[config.mk]
export PLATFORM = sky130hd
export DESIGN_NAME = rf_dump_reader
export DESIGN_NICKNAME = d
export VERILOG_FILES = /design/src/rtl/rf_dump_reader_pkg.sv /design/src/rtl/rf_dump_reader.sv
export SDC_FILE = /design/constraint.sdc
export NUM_CORES = 1
export LEC_CHECK = 0
export CAP_MARGIN = 20
export CELL_PAD_IN_SITES_DETAIL_PLACEMENT = 0
export CELL_PAD_IN_SITES_GLOBAL_PLACEMENT = 1
export CORE_ASPECT_RATIO = 0.8
export CORE_MARGIN = 2
export CORE_UTILIZATION = 32
export CTS_CLUSTER_DIAMETER = 200
export DETAILED_ROUTE_END_ITERATION = 10
export PLACE_DENSITY = 0.87
export SETUP_SLACK_MARGIN = 0.5
export SYNTH_ARGS = -nofsm -noshare
export SYNTH_HDL_FRONTEND = slang
export SYNTH_SLANG_ARGS = --single-unit
[constraint.sdc]
create_clock -name clk -period 4.25 [get_ports clk]
set_input_delay 0.85 -clock clk [delete_from_list [all_inputs] [get_ports clk]]
set_output_delay 0.85 -clock clk [all_outputs]
set_load 0.01 [all_outputs]
[src/rtl/rf_dump_reader_pkg.sv]
// Shared CPU definitions used by the register-file dump reader:
// register index width, default data width and dump FSM state encoding.
package rf_dump_reader_pkg;

    localparam int unsigned XLEN      = 32;
    localparam int unsigned REG_IDX_W = 5;

    typedef enum logic [1:0] {
        ST_IDLE = 2'd0,
        ST_READ = 2'd1,
        ST_SEND = 2'd2,
        ST_DONE = 2'd3
    } dump_state_e;

endpackage

[src/rtl/rf_dump_reader.sv]
// Streams a contiguous (wrapping) range of register-file entries out through a
// valid/ready port, one word per two cycles, via a dedicated read port.
module rf_dump_reader
    import rf_dump_reader_pkg::*;
#(
    parameter int unsigned DATA_W  = XLEN,
    parameter bit          ZERO_R0 = 1'b1
) (
    input  logic                 clk,
    input  logic                 rst,
    input  logic                 start,
    input  logic                 abort,
    input  logic [REG_IDX_W-1:0] first_idx,
    input  logic [REG_IDX_W-1:0] last_idx,
    output logic [REG_IDX_W-1:0] rd_addr,
    input  logic [DATA_W-1:0]    rd_data,
    output logic                 out_valid,
    input  logic                 out_ready,
    output logic [REG_IDX_W-1:0] out_idx,
    output logic [DATA_W-1:0]    out_data,
    output logic                 out_last,
    output logic                 busy,
    output logic                 done
);

    dump_state_e          r_state;
    dump_state_e          w_state_next;
    logic [REG_IDX_W-1:0] r_cur_idx;
    logic [REG_IDX_W-1:0] r_last_idx;
    logic [REG_IDX_W-1:0] r_out_idx;
    logic [DATA_W-1:0]    r_out_data;
    logic                 r_out_valid;
    logic                 r_out_last;
    logic                 r_busy;
    logic                 r_done;
    logic                 w_accept;
    logic                 w_capture;
    logic                 w_advance;
    logic [DATA_W-1:0]    w_cap_data;

    // Next-state decode; abort overrides everything except reset.
    always_comb begin
        w_state_next = r_state;
        w_accept     = 1'b0;
        w_capture    = 1'b0;
        w_advance    = 1'b0;
        case (r_state)
            ST_IDLE: begin
                if (start && !abort) begin
                    w_accept     = 1'b1;
                    w_state_next = ST_READ;
                end
            end
            ST_READ: begin
                if (abort) begin
                    w_state_next = ST_IDLE;
                end else begin
                    w_capture    = 1'b1;
                    w_state_next = ST_SEND;
                end
            end
            ST_SEND: begin
                if (abort) begin
                    w_state_next = ST_IDLE;
                end else if (out_ready) begin
                    if (r_cur_idx == r_last_idx) begin
                        w_state_next = ST_DONE;
                    end else begin
                        w_advance    = 1'b1;
                        w_state_next = ST_READ;
                    end
                end
            end
            ST_DONE: begin
                w_state_next = ST_IDLE;
            end
            default: begin
                w_state_next = ST_IDLE;
            end
        endcase
    end

    assign w_cap_data = (ZERO_R0 && (r_cur_idx == '0)) ? '0 : rd_data;

    always_ff @(posedge clk) begin
        if (rst) begin
            r_state <= ST_IDLE;
        end else begin
            r_state <= w_state_next;
        end
    end

    // Datapath plus status outputs registered from the next state.
    always_ff @(posedge clk) begin
        if (rst) begin
            r_cur_idx   <= '0;
            r_last_idx  <= '0;
            r_out_idx   <= '0;
            r_out_data  <= '0;
            r_out_valid <= 1'b0;
            r_out_last  <= 1'b0;
            r_busy      <= 1'b0;
            r_done      <= 1'b0;
        end else begin
            if (w_accept) begin
                r_cur_idx  <= first_idx;
                r_last_idx <= last_idx;
            end else if (w_advance) begin
                r_cur_idx <= r_cur_idx + REG_IDX_W'(1);
            end
            if (w_capture) begin
                r_out_idx  <= r_cur_idx;
                r_out_data <= w_cap_data;
            end
            r_out_valid <= (w_state_next == ST_SEND);
            r_out_last  <= (w_state_next == ST_SEND) && (r_cur_idx == r_last_idx);
            r_busy      <= (w_state_next != ST_IDLE);
            r_done      <= (w_state_next == ST_DONE);
        end
    end

    assign rd_addr   = r_cur_idx;
    assign out_idx   = r_out_idx;
    assign out_data  = r_out_data;
    assign out_valid = r_out_valid;
    assign out_last  = r_out_last;
    assign busy      = r_busy;
    assign done      = r_done;

endmodule

After elaboration in Yosys (flattened, before gate mapping) --
Cells that the tools add are included.
Storage, ports and cells: bits in registers 53, latch bits 0, memory bits (writable) 0, bits in read-only memories 0, bits of input ports 47, output and inout port bits 46, logic and storage cells 40, memories kept 0
Cells by class: add/sub/neg operators 1, $mul 0, divide/modulo/power cells 0, magnitude comparators 0, equality and inequality tests 6, shifts and indexed selects 0, multiplexer cells 17, bitwise gates (word level) 0, reductions and logical operators 7
Operators by type and width (number):
- 32-bit 2-to-1 mux | 1
- 2-bit 2-to-1 mux | 5
- 5-bit 2-to-1 mux | 2
- 2-bit == test (second input constant) | 4
- 1-bit 2-to-1 mux | 8
- 2-bit case mux with 4 select lines | 1
- 5-bit by 1-bit adder with 5-bit output (second input constant) | 1
- 5-bit == test | 1
- 5-bit zero test | 1
- 2-bit nonzero test | 2
- 2-bit by 1-bit == test with 1-bit output (second input constant) | 1
- 1-bit logical AND | 2
- 2-bit zero test | 1
- 1-bit zero test | 1

Depth between registers and ports, before layout --
Gate-level depths: netlist (run 1).
depth after elaboration 7, depth in mapped cells 6, mapped depth without buffers 5

Worst setup path before layout (run 1) --
Ideal clock, no wire load.
kind input-to-reg, start input port abort, end register r_cur_idx[2] (netlist: rd_addr[2]), library setup time 0.091 ns, data arrival time 2.082 ns, required time 4.159 ns, path slack 2.077 ns, stages 5, path buffers 1, path through buf_6 nor4b_4 nor3_2 or4_1 a311oi_1
On the way: cells in the longest elaborated chain, start to end 5, elaborated cells between the ends (all ways) 8, those cells by class mux (5); reduce/logical (3)
Ends and longest elaborated chain:
- start, declared | RTL line rf_dump_reader.sv:12 | input logic abort,
- 1-bit zero test | RTL line rf_dump_reader.sv:49 | if (start && !abort) begin
- 1-bit logical AND | RTL line rf_dump_reader.sv:49
- 1-bit 2-to-1 mux | RTL line rf_dump_reader.sv:49
- 1-bit 2-to-1 mux | RTL line rf_dump_reader.sv:47 | case (r_state)
- 5-bit 2-to-1 mux / 2-bit nonzero test (equally long branches)
- end signal, assigned | RTL line rf_dump_reader.sv:106 | r_cur_idx <= first_idx;
- end signal, assigned | RTL line rf_dump_reader.sv:109 | r_cur_idx <= r_cur_idx + REG_IDX_W'(1);
- end, declared | RTL line rf_dump_reader.sv:28 | logic [REG_IDX_W-1:0] r_cur_idx;
Several ways; a longest one is shown, not always the timed one. A chain may end at the register's enable or synchronous reset.

Worst setup path after layout (run 1) --
start input port abort, end register r_out_data[10] (netlist: out_data[10])
On the way: cells in the longest elaborated chain, start to end 2
Ends and longest elaborated chain:
- 1-bit 2-to-1 mux | RTL line rf_dump_reader.sv:55 | if (abort) begin
- 1-bit 2-to-1 mux | RTL line rf_dump_reader.sv:47
- end signal, assigned | RTL line rf_dump_reader.sv:113 | r_out_data <= w_cap_data;
- end, declared | RTL line rf_dump_reader.sv:31 | logic [DATA_W-1:0] r_out_data;
Every way passes these cells.

==> reports/metrics.yaml, run 1 <==
setup_path:
  worstReg2RegEnd: "out_data[10]"
  start_kind: "primary input"
  critPathCapture: "out_data[10]"
  r2r_slack_ps: 2010
  endpoint_kind: "flop"
  startpoint: "abort"
  rr_worst_depth: 5
  cp.required_ps: 4480
  crit_type: "primary input to flop"
  reg2reg_from: "r_state[0]"
  crit_fanout: 39
  cp.arrival_ps: 3160
layout:
  multi_input_area_um2: 926
  drive_gt1_share_pct: 5.77
  layout_common_cells: "clkdlybuf4s50_1 (91), dfxtp_1 (53), nor2_1 (39), a22oi_1 (32), nand2_1 (23)"
  diodes: 0
  layout_commonest_cell: "clkdlybuf4s50_1"
  area_growth_pct: 49.6
  regArea_um2: 1060
  layout.nets: 360
  fillers: 628
floorplanning:
  rows: 26
  pin_count: 93
  die_w_um: 94.4
  die-area_um2: 7200
  start_util_pct: 33.0
  core_region_area_um2: 6340
  chipHeight_um: 76.3
grt:
  grtUsageTotal_pct: 15.0
  antenna_found_initial: 0
  grt_start_max_net_pins: 51
  grt_pass1_vias: 1830
  grt-ovfl-total: 0
  grt_pass1_wl_mm: 8.74
yosys:
  synthFlopType: "dfxtp_1"
  synth.avg_cell_area_um2: 9.22
  synthCells: 227
  synth_edf_count: 0
  syn_area_um2: 2090
  async_flop_share_pct: 0
  syn_nets: 276
  synthTopCellsByArea: "dfxtp_1 (51%), a22oi_1 (11%), nor2_1 (7.0%), nand2_1 (4.1%), a21oi_1 (3.3%)"
  synth.largest_area_cell: "dfxtp_1"
  ys_seq_area_share_pct: 50.7
  ys_warn_count: 0
  ys_ff_latch: 53
  yosys.area.top_type_share_pct: 50.7
  yosysUniqueCellTypes: 37
power:
  ir_worst_vdd_uv: 150
  p_leak_nw: 1.07
  power.total_mw: 0.966
  p_per_area_nw_per_um2: 309
cts:
  clockBufferDepth: 2
  tritoncts: "yes"
  root_buffer: "clkbuf_8"
  cts_setup_buffers: 0
  post_cts_resized: 0
  insertion_delay_ps: 300
  path_clk_slew_ps: 100
  cts_buffers: 5
  cts_sinks: 53
  cts_max_level: 2
  ctsHoldBuffers: 0
status:
  status: "complete, no violations"
routing:
  drtIter0Drc: 109
  num_vias: 1882
  drc: 0
  first_pass_iters: 5
  routedWlPerCell_um: 13.3
  vias_per_cell: 4.75
  routed_wl_mm: 5.29
  ant_nets: 0
sta:
  setup_violations: 0
  rsz0062_at_grt: "no"
  clock.fmax_mhz: 342
  relSlewSlack_pct: 39.5
  tightest_slew_ps: 908
  fin_crit_sh_pct: 68.8
  min_period_ps: 2920
  final_max_slew_viol_count: 0
  hold_viol_final: 0
  fin_tns_setup_ps: 0
  fin_skew_ps: 11.9
placed_design:
  port_buffers: 92
  gp_congestion: 0.768
  dp_hpwl_mm: 3.77
flow_run:
  cap_violations: 0
hold_path:
  hp-class: "flop to flop"
-- how the worst min path moves through the flow --
| stage | startpoint | to | slack, ps | cells past startpoint |
|---|---|---|---|---|
| global route | out_idx[2] | out_idx[2] | 480 | 2 |
| finish | out_idx[1] | out_idx[1] | 460 | 2 |
| CTS | out_idx[1] | out_idx[1] | 460 | 2 |
| floorplan | r_last_idx[0] | r_last_idx[0] | 450 | 2 |
| detailed placement | out_idx[1] | out_idx[1] | 450 | 2 |
| global placement | out_idx[0] | out_idx[0] | 450 | 2 |
-- registers in the layout, indices dropped and copies added, names as in the netlist --
register / count
rd_addr: 5
out_idx: 5
r_last_idx: 5
out_data: 32
done: 1
r_state: 2
out_last: 1
busy: 1
out_valid: 1
-- cell usage after synthesis (3+ instances only) --
master	n
inv_1	6
nor2_1	39
a21oi_1	14
clkbuf_1	9
a22oi_1	32
xnor2_1	7
a211oi_1	5
dfxtp_1	53
nand2_1	23
buf_4	3
buf_2	3
nand3_1	3
-- worst max-delay path: stages --
cell and delay, ps:
clkdlybuf4s50_1 560, or3b_2 880, a31oi_2 260, buf_4 350, a22oi_1 120, nor2_1 120
-- report_power, final --
group,internal (mW),total [mW],switching (mW)
combinational,0.0860,0.155,0.0691
sequential,0.510,0.527,0.0167
clock,0.116,0.284,0.168
total,0.712,0.966,0.254
-- cells by family after synthesis --
| kind of cell | after synthesis | share of synthesized area, % |
|---|---|---|
| AND/OR/NAND/NOR | 82 | 19.2 |
| AO/OA/AOI/OAI | 60 | 20.5 |
| flip-flops | 53 | 50.7 |
| buffers and inverters | 22 | 5.02 |
| XOR/XNOR | 7 | 2.93 |
| adder cells (fa/ha/maj) | 2 | 1.20 |
| multiplexers | 1 | 0.478 |
-- layout make-up --
cell class / count / share of cell area (%)
clock buffers: 5 / 2.20
inverters: 6 / 0.720
clock inverters: 3 / 0.720
well taps: 84 / 3.36
flip-flops and latches: 53 / 33.9
repair buffers: 93 / 29.5
multi-input cells: 152 / 29.6
-- routing by layer --
metal / global-route usage [%] / share of wire (%)
met3: 4.25 / 7.2
met1: 20.7 / 48
met4: 4.35 / 0.74
met2: 22.9 / 44
met5: 0 / 0
-- metrics by stage --
stage / utilization (%) / cells / cell area, um^2 / hold slack, ps / worst slack [ps]
detailed placement: 47.9 / 388 / 3040 / 450 / 1010
floorplan: - / 227 / 2090 / 450 / 2080
finish: 49.3 / 396 / 3130 / 460 / 1330
CTS: 49.3 / 396 / 3130 / 464 / 1320
global placement: 47.9 / 388 / 3040 / 450 / 1110
global route: 49.3 / 396 / 3130 / 479 / 1160
No activity file was read; power rests on OpenSTA's default activity.
==> run 2: changes to the inputs <==
--- a/config.mk
+++ b/config.mk
@@ -10,10 +10,10 @@
 export CELL_PAD_IN_SITES_GLOBAL_PLACEMENT = 1
 export CORE_ASPECT_RATIO = 0.8
 export CORE_MARGIN = 2
-export CORE_UTILIZATION = 32
+export CORE_UTILIZATION = 30
 export CTS_CLUSTER_DIAMETER = 200
 export DETAILED_ROUTE_END_ITERATION = 10
-export PLACE_DENSITY = 0.87
+export PLACE_DENSITY = 0.83
 export SETUP_SLACK_MARGIN = 0.5
 export SYNTH_ARGS = -nofsm -noshare
 export SYNTH_HDL_FRONTEND = slang
==> constraint.sdc (replaced) <==
create_clock -name clk -period 2.9 [get_ports clk]
set_input_delay 0.58 -clock clk [delete_from_list [all_inputs] [get_ports clk]]
set_output_delay 0.58 -clock clk [all_outputs]
set_load 0.01 [all_outputs]
==> reports/metrics.yaml, run 2 (same netlist as run 1, synthesis figures left out) <==
status:
  status: "complete, no violations"
cts:
  root_buffer: "clkbuf_8"
  cts_buffers: 5
  ctsHoldBuffers: 0
  tritoncts: "yes"
  insertion_delay_ps: 300
  post_cts_resized: 0
  cts_setup_buffers: 0
  path_clk_slew_ps: 90
  cts_sinks: 53
  cts_max_level: 2
  clockBufferDepth: 2
routing:
  first_pass_iters: 4
  num_vias: 1954
  ant_nets: 0
  routed_wl_mm: 5.52
  routedWlPerCell_um: 13.8
  vias_per_cell: 4.87
  drc: 0
  drtIter0Drc: 107
layout:
  area_growth_pct: 52.0
  drive_gt1_share_pct: 6.37
  layout_common_cells: "clkdlybuf4s50_1 (91), dfxtp_1 (53), nor2_1 (39), a22oi_1 (32), nand2_1 (23)"
  layout_commonest_cell: "clkdlybuf4s50_1"
  layout.nets: 362
  largest_reg_flops: 32
  diodes: 0
floorplanning:
  die-area_um2: 7660
  rows: 27
  pin_count: 93
  start_util_pct: 30.7
  chipHeight_um: 78.7
  core_region_area_um2: 6820
  die_w_um: 97.4
power:
  p_leak_nw: 1.10
  ir_worst_vdd_uv: 210
  p_per_area_nw_per_um2: 479
placed_design:
  dp_hpwl_mm: 3.85
  port_buffers: 92
  gp_congestion: 0.780
grt:
  busiest_layer: "met2"
  grt_pass1_vias: 1972
  grt-ovfl-total: 0
  grtUsageMet2_pct: 24.4
  grtUsageTotal_pct: 14.5
  antenna_found_initial: 0
  grt_start_max_net_pins: 51
  grt_pass1_wl_mm: 9.25
  use_met3_pct: 4.31
  gr-usage-met1_pct: 18.1
sta:
  fin_tns_setup_ps: 0
  tightest_slew_ps: 930
  relSlewSlack_pct: 38.0
  hold_viol_final: 0
  timing.hold.ws_ps: 462
  rsz0062_at_grt: "no"
  min_period_ps: 2280
  clock.fmax_mhz: 438
  fin_skew_ps: 10.3
  fin_crit_sh_pct: 78.6
  final_max_slew_viol_count: 0
  setup_violations: 0
setup_path:
  endpoint_kind: "flop"
  cp.required_ps: 3100
  cp.arrival_ps: 2480
  rr_worst_depth: 5
  crit_type: "primary input to flop"
  start_kind: "primary input"
  crit_fanout: 13
flow_run:
  cap_violations: 0
hold_path:
  worstHoldPathCells: 2
  hp-class: "flop to flop"
## run 2: final timing paths
kind	startpoint	end	slack, ps
worst max-delay path	abort	rd_addr[3]	620
worst min-delay path	out_idx[1]	out_idx[1]	460
worst max register to register	r_state[0]	out_data[20]	1100
worst min register to register	out_idx[1]	out_idx[1]	460
## run 2: layout make-up
class,count,area (um^2)
fill,647,3640
multi-input combinational,152,928
clock buffer,6,82.6
tap,87,109
clock inverter,2,37.5
sequential,53,1060
timing repair buffer,95,938
inverter,6,22.5
## run 2: per-layer routing
layer,up-vias,wire (um)
met3,5,338
met2,58,2510
met5,-,0
met1,911,2610
li1,980,-
met4,0,57
## run 2: worst max-delay path, cell delays in order
cell and delay (ps):
clkdlybuf4s50_1 560, or4b_4 710, nand2_1 130, o31ai_1 140, a2111oi_2 360
## run 2: metrics by stage
step                setup WS, ps  instance area [um^2]  std cells  power (mW)  utilization [%]
finish                       619                  3180        401        1.52             46.6
global route                 505                  3180        401        1.59             46.6
CTS                          513                  3180        401        1.54             46.6
detailed placement           189                  3060        393        1.02             44.8
global placement             233                  3060        393        1.02             44.8
floorplan                    997                  2090        227       0.900                -
## run 2: power breakdown
part	switching [mW]	internal (mW)	total (mW)
Sequential	0.0254	0.748	0.773
Combinational	0.101	0.128	0.229
Clock	0.238	0.281	0.519
==> run 3: changes to the inputs <==
--- a/config.mk
+++ b/config.mk
@@ -10,10 +10,10 @@
 export CELL_PAD_IN_SITES_GLOBAL_PLACEMENT = 1
 export CORE_ASPECT_RATIO = 0.8
 export CORE_MARGIN = 2
-export CORE_UTILIZATION = 30
+export CORE_UTILIZATION = 27
 export CTS_CLUSTER_DIAMETER = 200
 export DETAILED_ROUTE_END_ITERATION = 10
-export PLACE_DENSITY = 0.83
+export PLACE_DENSITY = 0.79
 export SETUP_SLACK_MARGIN = 0.5
 export SYNTH_ARGS = -nofsm -noshare
 export SYNTH_HDL_FRONTEND = slang
==> constraint.sdc (replaced) <==
create_clock -name clk -period 2 [get_ports clk]
set_input_delay 0.4 -clock clk [delete_from_list [all_inputs] [get_ports clk]]
set_output_delay 0.4 -clock clk [all_outputs]
set_load 0.01 [all_outputs]
==> reports/metrics.yaml, run 3 (same netlist as run 1, synthesis figures left out) <==
power:
  power_frac_comb_pct: 19.8
  power.total_mw: 2.27
  internal_power_mw: 1.70
  power.switching_mw: 0.576
  p_per_area_nw_per_um2: 608
  clock_power_share_pct: 31.0
  p_leak_nw: 1.56
  swShare_pct: 25.4
  share_seq_of_total_power_pct: 49.2
  ir_worst_vdd_uv: 377
setup_path:
  crit_type: "flop to flop"
  rr_worst_depth: 5
  worstReg2RegEnd: "rd_addr[3]"
  crit_fanout: 5
  start_kind: "flop"
  cp.required_ps: 2200
  cp.arrival_ps: 1810
  reg2reg_from: "r_state[0]"
  r2r_slack_ps: 400
  endpoint_kind: "flop"
routing:
  ant_nets: 0
  routed_wl_mm: 6.53
  drc: 0
  vias_per_cell: 4.63
  routedWlPerCell_um: 14.5
  drtIter0Drc: 80
  first_pass_iters: 4
  num_vias: 2092
cts:
  clockBufferDepth: 2
  cts_max_level: 2
  tritoncts: "yes"
  cts_sinks: 53
  path_clk_slew_ps: 100
  root_buffer: "clkbuf_8"
  insertion_delay_ps: 300
  ctsHoldBuffers: 0
  cts_buffers: 5
layout:
  largest_reg_flops: 32
  fin_area_um2: 3740
  drive_gt1_share_pct: 27.1
  diodes: 0
  layout_common_cells: "dfxtp_1 (46), dlygate4sd2_1 (46), clkdlybuf4s50_1 (42), nor2_1 (39), nand2_1 (22)"
  layout.nets: 396
  stdcell_count: 452
  area_growth_pct: 78.7
sta:
  setup_violations: 0
  fin_skew_ps: 8.16
  hold_viol_final: 0
  timing.hold.ws_ps: 359
  rsz0062_at_grt: "yes"
  clock.fmax_mhz: 623
  fin_crit_sh_pct: 80.2
  min_period_ps: 1600
  fin_tns_setup_ps: 0
  final_max_slew_viol_count: 0
  tightest_slew_ps: 418
  relSlewSlack_pct: 72.2
hold_path:
  hp-start: "rst"
  hp-class: "primary input to flop"
  whs_endpoint: "rd_addr[2]"
  worstHoldPathCells: 3
grt:
  grt-ovfl-total: 0
  grt_pass1_wl_mm: 10.1
  grt_start_max_net_pins: 32
  grtUsageTotal_pct: 15.6
  grt_pass1_vias: 2042
  antenna_found_initial: 0
placed_design:
  place_inst: 425
  place_area_um2: 3290
  port_buffers: 92
  dp_hpwl_mm: 4.38
  gp_congestion: 0.916
floorplanning:
  chipHeight_um: 82.7
  start_util_pct: 28.0
  rows: 28
  die-area_um2: 8470
  core_region_area_um2: 7460
  pin_count: 93
  die_w_um: 102
status:
  status: "complete, no violations"
flow_run:
  cap_violations: 0
[run 3: cell types whose count changed in the layout (fill, tap and decap cells not counted), sizes merged]
cell,delta
clkinv,+1
buf,+35
dlymetal6s2s,+1
dlygate4sd2,+46
clkdlybuf4s50,-49
clkinvlp,-1
[run 3: per-layer routing]
metal | part of all wire, % | wire length [um] | vias to the layer above | global-route usage, %
li1 | - | - | 1044 | -
met1 | 46 | 3030 | 980 | 20.7
met2 | 47 | 3080 | 64 | 25.3
met3 | 5.7 | 370 | 4 | 3.37
met4 | 0.81 | 53 | 0 | 5.20
met5 | 0 | 0 | - | 0
[run 3: final cells by class]
class / instances / area, um^2
fillers: 729 / 3720
multi-input cells: 152 / 1120
inverters: 6 / 25.0
repair buffers: 129 / 1270
clock inverters: 2 / 35.0
well taps: 105 / 131
flip-flops and latches: 53 / 1090
clock buffers: 5 / 68.8
[run 3: worst max path at each step]
stage | from | end | slack, ps | cells past startpoint
2_1_floorplan | abort | rd_addr[2] | 310 | 5
3_3_place_gp | abort | rd_addr[2] | -90 | 6
3_5_place_dp | abort | rd_addr[2] | -140 | 6
4_1_cts | rd_addr[2] | rd_addr[2] | 280 | 1
5_1_grt | r_state[0] | rd_addr[3] | 350 | 5
6_report | r_state[0] | rd_addr[3] | 400 | 5
[run 3: worst max-delay path, stage by stage, from the launching register on]
cell and delay [ps]:
dfxtp_4 370, buf_6 110, or4b_4 560, nand2_4 100
o31ai_4 90, a2111oi_2 280
[run 3: power groups by stage]
stage	Combinational, mW	Sequential (mW)	Clock (mW)
2_1_floorplan	0.181	1.14	0
5_1_grt	0.485	1.12	0.773
3_3_place_gp	0.377	1.14	0
4_1_cts	0.423	1.12	0.730
3_5_place_dp	0.378	1.14	0
6_report	0.451	1.12	0.704
[run 3: repair_timing]
| action | in CTS | in global routing |
|---|---|---|
| buffers inserted | 13 | 4 |
| pin swaps | 6 | 15 |
| endpoints found under the setup margin | 97 | 43 |
| resized for setup | 85 | 21 |
| gates cloned | 3 | 0 |
[run 3: stage by stage]
step	worst slack, ps	utilization (%)
floorplan	314	-
detailed placement	-144	44.0
global placement	-91.6	44.0
global route	351	50.1
CTS	284	48.6
finish	396	50.1
